$ cat src/rtl/carfield_mbox_responder.sv
// Security-island mailbox responder.
// The host sees a small register window on a request/grant bus. The island
// feeds an inbound FIFO, which the host pops through RDATA. The host writes
// one outbound word for the island through WDATA. A level interrupt tells the
// host when enough inbound messages are waiting.
//
// Handshake semantics:
//   Register bus: a request is granted in the same cycle req_i is high
//   (gnt_o == req_i). All side effects happen in that accept cycle. The
//   response (rvalid_o, rdata_o, err_o) is registered and shows up exactly
//   one cycle later, for one cycle.
//   Inbound stream: a word transfers on a clock edge where in_valid_i and
//   in_ready_o are both high. in_ready_o depends only on registered state.
//   Outbound stream: a word transfers on a clock edge where out_valid_o and
//   out_ready_i are both high. out_valid_o drops on the following cycle.
module carfield_mbox_responder #(
    parameter int unsigned DataWidth = 32,
    parameter int unsigned InDepth   = 8,
    parameter int unsigned AddrWidth = 12
) (
    input  logic                 clk_i,
    input  logic                 rst_i,
    // register request bus
    input  logic                 req_i,
    input  logic                 we_i,
    input  logic [AddrWidth-1:0] addr_i,
    input  logic [DataWidth-1:0] wdata_i,
    output logic                 gnt_o,
    output logic                 rvalid_o,
    output logic [DataWidth-1:0] rdata_o,
    output logic                 err_o,
    // inbound messages from the island
    input  logic                 in_valid_i,
    input  logic [DataWidth-1:0] in_data_i,
    output logic                 in_ready_o,
    // outbound word to the island
    output logic                 out_valid_o,
    output logic [DataWidth-1:0] out_data_o,
    input  logic                 out_ready_i,
    // interrupt to the host
    output logic                 irq_o
);

    localparam int unsigned PtrWidth  = $clog2(InDepth);
    localparam int unsigned CntWidth  = $clog2(InDepth + 1);
    localparam int unsigned IdxWidth  = AddrWidth - 2;

    localparam logic [CntWidth-1:0] FullCount = CntWidth'(InDepth);

    // Word indices of the registers inside the window.
    localparam logic [IdxWidth-1:0] IdxRdata  = IdxWidth'(0);
    localparam logic [IdxWidth-1:0] IdxWdata  = IdxWidth'(1);
    localparam logic [IdxWidth-1:0] IdxStatus = IdxWidth'(2);
    localparam logic [IdxWidth-1:0] IdxCtrl   = IdxWidth'(3);
    localparam logic [IdxWidth-1:0] IdxThresh = IdxWidth'(4);

    // ------------------------------------------------------------------
    // State
    // ------------------------------------------------------------------
    logic [DataWidth-1:0] fifoMem [InDepth];
    logic [PtrWidth-1:0]  rdPtr;
    logic [PtrWidth-1:0]  wrPtr;
    logic [CntWidth-1:0]  inCount;

    logic                 irqEn;
    logic [7:0]           thresh;
    logic                 stickyErr;

    logic                 outValid;
    logic [DataWidth-1:0] outData;

    logic                 respValid;
    logic [DataWidth-1:0] respDataQ;
    logic                 respErrQ;
    logic                 irqQ;

    // ------------------------------------------------------------------
    // Decode and next-state signals
    // ------------------------------------------------------------------
    logic [IdxWidth-1:0]  wordIdx;
    logic                 inEmpty;
    logic                 inFull;
    logic                 doPush;
    logic                 doPop;
    logic                 doFlush;
    logic                 setSticky;
    logic                 clrSticky;
    logic                 wrOut;
    logic                 wrCtrl;
    logic                 wrThresh;
    logic                 respErr;
    logic [DataWidth-1:0] respData;
    logic [DataWidth-1:0] statusWord;
    logic [CntWidth-1:0]  countNext;
    logic                 irqNext;

    // Byte-lane bits of the address never select anything.
    logic unusedAddrBits;
    assign unusedAddrBits = ^addr_i[1:0];

    assign wordIdx = addr_i[AddrWidth-1:2];
    assign inEmpty = (inCount == '0);
    assign inFull  = (inCount == FullCount);

    // Inbound acceptance is decided from registered fullness only.
    assign doPush = in_valid_i & ~inFull;

    // Status register image, built from registered state.
    always_comb begin
        statusWord       = '0;
        statusWord[0]    = inEmpty;
        statusWord[1]    = inFull;
        statusWord[2]    = outValid;
        statusWord[3]    = stickyErr;
        statusWord[15:8] = 8'(inCount);
    end

    // Register access decode: response data/error and side-effect strobes.
    always_comb begin
        respErr   = 1'b0;
        respData  = '0;
        doPop     = 1'b0;
        doFlush   = 1'b0;
        setSticky = 1'b0;
        clrSticky = 1'b0;
        wrOut     = 1'b0;
        wrCtrl    = 1'b0;
        wrThresh  = 1'b0;
        if (req_i) begin
            case (wordIdx)
                IdxRdata: begin
                    if (we_i) begin
                        respErr = 1'b1;
                    end else if (inEmpty) begin
                        // Popping an empty FIFO is a host protocol error.
                        respErr   = 1'b1;
                        setSticky = 1'b1;
                    end else begin
                        respData = fifoMem[rdPtr];
                        doPop    = 1'b1;
                    end
                end
                IdxWdata: begin
                    if (!we_i) begin
                        respErr = 1'b1;
                    end else if (outValid) begin
                        // Overwriting an unconsumed word is refused even if
                        // the island takes it in this very cycle.
                        respErr   = 1'b1;
                        setSticky = 1'b1;
                    end else begin
                        wrOut = 1'b1;
                    end
                end
                IdxStatus: begin
                    if (we_i) begin
                        respErr = 1'b1;
                    end else begin
                        respData = statusWord;
                    end
                end
                IdxCtrl: begin
                    if (we_i) begin
                        wrCtrl    = 1'b1;
                        clrSticky = wdata_i[1];
                        doFlush   = wdata_i[2];
                    end else begin
                        respData[0] = irqEn;
                    end
                end
                IdxThresh: begin
                    if (we_i) begin
                        wrThresh = 1'b1;
                    end else begin
                        respData[7:0] = thresh;
                    end
                end
                default: begin
                    respErr = 1'b1;
                end
            endcase
        end
    end

    // Occupancy after this cycle's push/pop/flush; a flush discards any push.
    always_comb begin
        countNext = inCount;
        if (doFlush) begin
            countNext = '0;
        end else begin
            case ({doPush, doPop})
                2'b10:   countNext = inCount + CntWidth'(1);
                2'b01:   countNext = inCount - CntWidth'(1);
                default: countNext = inCount;
            endcase
        end
    end

    // Interrupt condition evaluated on the occupancy the FIFO is about to hold.
    always_comb begin
        irqNext = irqEn & (thresh != 8'd0) & (9'(countNext) >= 9'(thresh));
    end

    // ------------------------------------------------------------------
    // Sequential logic
    // ------------------------------------------------------------------

    // FIFO storage; contents need no reset because occupancy gates every read.
    always_ff @(posedge clk_i) begin
        if (doPush && !doFlush) begin
            fifoMem[wrPtr] <= in_data_i;
        end
    end

    // FIFO pointers and occupancy; pointers wrap naturally at a power-of-two depth.
    always_ff @(posedge clk_i or posedge rst_i) begin
        if (rst_i) begin
            rdPtr   <= '0;
            wrPtr   <= '0;
            inCount <= '0;
        end else begin
            inCount <= countNext;
            if (doFlush) begin
                rdPtr <= '0;
                wrPtr <= '0;
            end else begin
                if (doPush) begin
                    wrPtr <= wrPtr + PtrWidth'(1);
                end
                if (doPop) begin
                    rdPtr <= rdPtr + PtrWidth'(1);
                end
            end
        end
    end

    // Control registers: irq enable, threshold, and sticky error (clear wins).
    always_ff @(posedge clk_i or posedge rst_i) begin
        if (rst_i) begin
            irqEn     <= 1'b0;
            thresh    <= 8'd0;
            stickyErr <= 1'b0;
        end else begin
            if (wrCtrl) begin
                irqEn <= wdata_i[0];
            end
            if (wrThresh) begin
                thresh <= wdata_i[7:0];
            end
            if (clrSticky) begin
                stickyErr <= 1'b0;
            end else if (setSticky) begin
                stickyErr <= 1'b1;
            end
        end
    end

    // Outbound word holding register.
    always_ff @(posedge clk_i or posedge rst_i) begin
        if (rst_i) begin
            outValid <= 1'b0;
            outData  <= '0;
        end else begin
            if (wrOut) begin
                outValid <= 1'b1;
                outData  <= wdata_i;
            end else if (outValid && out_ready_i) begin
                outValid <= 1'b0;
            end
        end
    end

    // One-cycle-delayed bus response and registered interrupt.
    always_ff @(posedge clk_i or posedge rst_i) begin
        if (rst_i) begin
            respValid <= 1'b0;
            respDataQ <= '0;
            respErrQ  <= 1'b0;
            irqQ      <= 1'b0;
        end else begin
            respValid <= req_i;
            respDataQ <= respData;
            respErrQ  <= respErr;
            irqQ      <= irqNext;
        end
    end

    // ------------------------------------------------------------------
    // Outputs
    // ------------------------------------------------------------------
    assign gnt_o       = req_i;
    assign rvalid_o    = respValid;
    assign rdata_o     = respDataQ;
    assign err_o       = respErrQ;
    assign in_ready_o  = ~inFull;
    assign out_valid_o = outValid;
    assign out_data_o  = outData;
    assign irq_o       = irqQ;

endmodule

$ cat config.mk
export PLATFORM = sky130hd
export DESIGN_NAME = carfield_mbox_responder
export DESIGN_NICKNAME = d
export VERILOG_FILES = /design/src/rtl/carfield_mbox_responder.sv
export SDC_FILE = /design/constraint.sdc
export NUM_CORES = 1
export LEC_CHECK = 0
export CAP_MARGIN = 20
export CORE_ASPECT_RATIO = 1.25
export CORE_UTILIZATION = 54
export DETAILED_ROUTE_END_ITERATION = 12
export MAX_ROUTING_LAYER = met4
export PLACE_DENSITY_LB_ADDON = 0.3
export SLEW_MARGIN = 20
export SYNTH_ARGS = -nofsm -noshare
export SYNTH_HDL_FRONTEND = slang
export SYNTH_SLANG_ARGS = --single-unit
$ cat constraint.sdc
create_clock -name clk_i -period 4.7 [get_ports clk_i]
set_input_delay 0.705 -clock clk_i [delete_from_list [all_inputs] [get_ports clk_i]]
set_output_delay 0.705 -clock clk_i [all_outputs]
set_load 0.1 [all_outputs]
==> reports/metrics.yaml <==
outcome: "completed"
hold_path_class: "reg -> reg"
min-delay-start: "out_data_o[20]$_DFFE_PP0P_"
insertedDiodeCount: 0
met2_length_mm: 13.6
crit_fanout: 4
synth_ff_type: "edfxtp_1"
cts.sinks: 344
wl_met3_mm: 1.58
cts_buffers: 34
overflow: 0
synthCells: 692
holdPathEnd: "out_data_o[20]$_DFFE_PP0P_"
drt-met1-wl_mm: 10.8
post-route-min-period_ns: 3.63
layout-drive-gt1-share: 0.221
maxClockFrequency_ghz: 0.275
ys_ff_latch: 344
ctsResizeCount: 0
cts_buffer_depth: 3
io_buffers: 149
dp_cells: 1155
fin_setup_tns_ns: 0
h-tree-depth: 2
power.share.sequential: 0.526
finalWorstSetupSlack_ns: 1.07
io_pins: 152
r2r_slack_ns: 1.23
synthToLayoutAreaGrowth_pct: 23.2
synth_warnings: 0
die_h_um: 177
finClkSkew_ns: 0.0201
place.detailed.hpwl_mm: 16.0
worstMarginPinSlew_ns: 0.993
combPwrFrac: 0.114
final-setup-viol-count: 0
slew_violations: 0
post_dp_cell_area_mm2: 0.0153
viasPerCell: 5.70
syn_avg_cell_area_um2: 19.2
grt_util_all_layers: 0.225
path_cells: "clkdlybuf4s50_1 -> nor4_1 -> nand3_1 -> nor3_1 -> xor2_1 -> ha_1 -> a21oi_1 -> o31a_1 -> o41ai_1 -> ha_1 -> a21o_1 -> a21oi_1 -> nor3_1"
finalNonFillerCells: 1218
netlist_area_mm2: 0.0133
antenna_found_initial: 0
pwr-share-clk: 0.359
coreArea_mm2: 0.0240
clk_latency_ns: 0.52
seq_area_frac_synth: 0.744
final_net_count: 957
die_area_mm2: 0.0253
slew_headroom: 0.336
rsz0062_at_grt: "no"
dp_slack_ns: 0.609
ant_nets: 0
fin_crit_sh: 0.773
irDropWorstVdd_v: 0.000441
slowest_delay_ns: 0.52
cts_setup_buffers: 0
synth_cell_types: 45
num_rows: 63
cts-root-buf: "clkbuf_16"
wl_mm: 26.7
worst_path_max_delay_cell: "o41ai_1"
final_area_mm2: 0.0164
switching_share: 0.241
cts_tree: "done"
utilization: 0.683
syn_nets: 782
p_int_mw: 5.46
drtIter0Drc: 370
avgRoutedWirePerCell_um: 21.9
worstSetupEndpointType: "flop"
grt_pass1_wl_mm: 40.5
path_class: "in -> reg"
path_clk_slew_ns: 0.06
top_layer: "met4"
hold_depth: 1
ys_async_sr_fraction: 0.256
cp-start-kind: "primary input"
p_sw_mw: 1.74
crit_required_ns: 5.09
ctsHoldBuffers: 0
synth_edf_count: 256
fillers: 1600
crit_buf_inv: 1
gp_congestion: 0.873
leakage_nw: 5.73
power_density_mw_per_mm2: 440
grt_pass1_vias: 7295
drv_cap: 0
dr_total_vias: 6937
die_x_um: 142
crit_arrival_ns: 4.02
timing_hold_violations_final: 0
initial_core_util: 0.555
r2r-start: "inCount[1]$_DFF_PP0_"
reg2reg_to: "irq_o$_DFF_PP0_"
rr_worst_depth: 12
firstDrtPassIters: 5
path_delay_family: "simple AND/OR/NAND/NOR gates"
drc_errors: 0
grt_start_max_net_pins: 52
==> cell usage after synthesis (10+ instances only) <==
| cell | n | share of area |
|---|---|---|
| clkbuf_1 | 14 | 0.0040 |
| nor3_1 | 10 | 0.0038 |
| edfxtp_1 | 256 | 0.58 |
| nor2_1 | 46 | 0.013 |
| buf_2 | 11 | 0.0041 |
| inv_1 | 10 | 0.0028 |
| mux2_2 | 38 | 0.032 |
| dfrtp_1 | 88 | 0.17 |
| mux2i_1 | 35 | 0.026 |
| mux4_2 | 64 | 0.11 |
| nand2_1 | 21 | 0.0059 |
| a2bb2oi_1 | 10 | 0.0066 |
==> cell usage in the layout, fill, tap and decap left out, drive strengths merged, types with 4 or more instances in the layout <==
| cell type | count |
|---|---|
| mux4 | 64 |
| ha | 8 |
| mux2i | 35 |
| nand2b | 6 |
| clkinv | 9 |
| a21oi | 7 |
| nor2 | 46 |
| clkdlybuf4s50 | 149 |
| o21ai | 7 |
| buf | 24 |
| xor2 | 4 |
| edfxtp | 256 |
| mux2 | 38 |
| inv | 11 |
| a2bb2oi | 10 |
| nand2 | 21 |
| nand3 | 8 |
| nor3 | 11 |
| clkbuf | 49 |
| nor4 | 7 |
| dfrtp | 88 |
==> worst register-to-register path, cell delays in order, from the launching register on <==
cell	delay, ns
dfrtp_1	0.49
or4b_4	0.58
and2_4	0.21
nor3_1	0.29
xor2_1	0.18
ha_1	0.16
a21oi_1	0.05
o31a_1	0.13
o41ai_1	0.52
ha_1	0.34
a21o_1	0.16
a21oi_1	0.17
nor3_1	0.06
==> how the worst max path moves through the flow <==
stage / startpoint / end / cells past startpoint
final: addr_i[8] / irq_o$_DFF_PP0_ / 13
after global routing: addr_i[9] / irq_o$_DFF_PP0_ / 13
after floorplan: addr_i[3] / fifoMem[0][0]$_DFFE_PP_ / 6
after global placement: addr_i[9] / irq_o$_DFF_PP0_ / 13
after detailed placement: addr_i[8] / irq_o$_DFF_PP0_ / 13
after CTS: addr_i[8] / irq_o$_DFF_PP0_ / 13
==> final cells by class <==
class / count / area [um2] / share of cell area
clock buffers: 49 / 998 / 0.0610
clock inverters: 13 / 92.6 / 0.00565
inverters: 10 / 38.8 / 0.00237
multi-input cells: 304 / 3260 / 0.199
flip-flops and latches: 344 / 9900 / 0.604
well taps: 325 / 407 / 0.0248
repair buffers: 173 / 1680 / 0.103
==> flip-flops by register name, indices dropped and copies added, names as in the netlist <==
signal / count
err_o: 1
fifoMem: 256
inCount: 4
irqEn: 1
irq_o: 1
out_data_o: 32
out_valid_o: 1
rdPtr: 3
rdata_o: 32
rvalid_o: 1
stickyErr: 1
thresh: 8
wrPtr: 3
==> through the flow <==
step / power (mW) / hold slack, ns
final: 7.20 / 0.501
after global routing: 7.46 / 0.510
after CTS: 7.27 / 0.505
after detailed placement: 4.68 / 0.491
after global placement: 4.62 / 0.486
after floorplan: 4.30 / 0.500
==> power by group through the flow <==
stage	logic (mW)	registers, mW	clock network [mW]
after CTS	0.835	3.79	2.64
after detailed placement	0.830	3.85	0
final	0.824	3.79	2.59
after floorplan	0.483	3.82	0
after global placement	0.803	3.81	0
after global routing	0.894	3.81	2.75
==> logic make-up after synthesis <==
kind of cell | synth area share
simple gates | 0.0407
compound gates | 0.0213
xor+xnor | 0.00461
flops | 0.744
fa+ha+maj | 0.00753
mux | 0.167
buf+inv | 0.0152
==> routing by layer <==
layer / vias to the layer above / track usage
met5: - / -
met4: 0 / 0.0815
met3: 58 / 0.0399
met2: 279 / 0.379
met1: 3523 / 0.275
li1: 3077 / -
(Power assumes the default switching activity.)
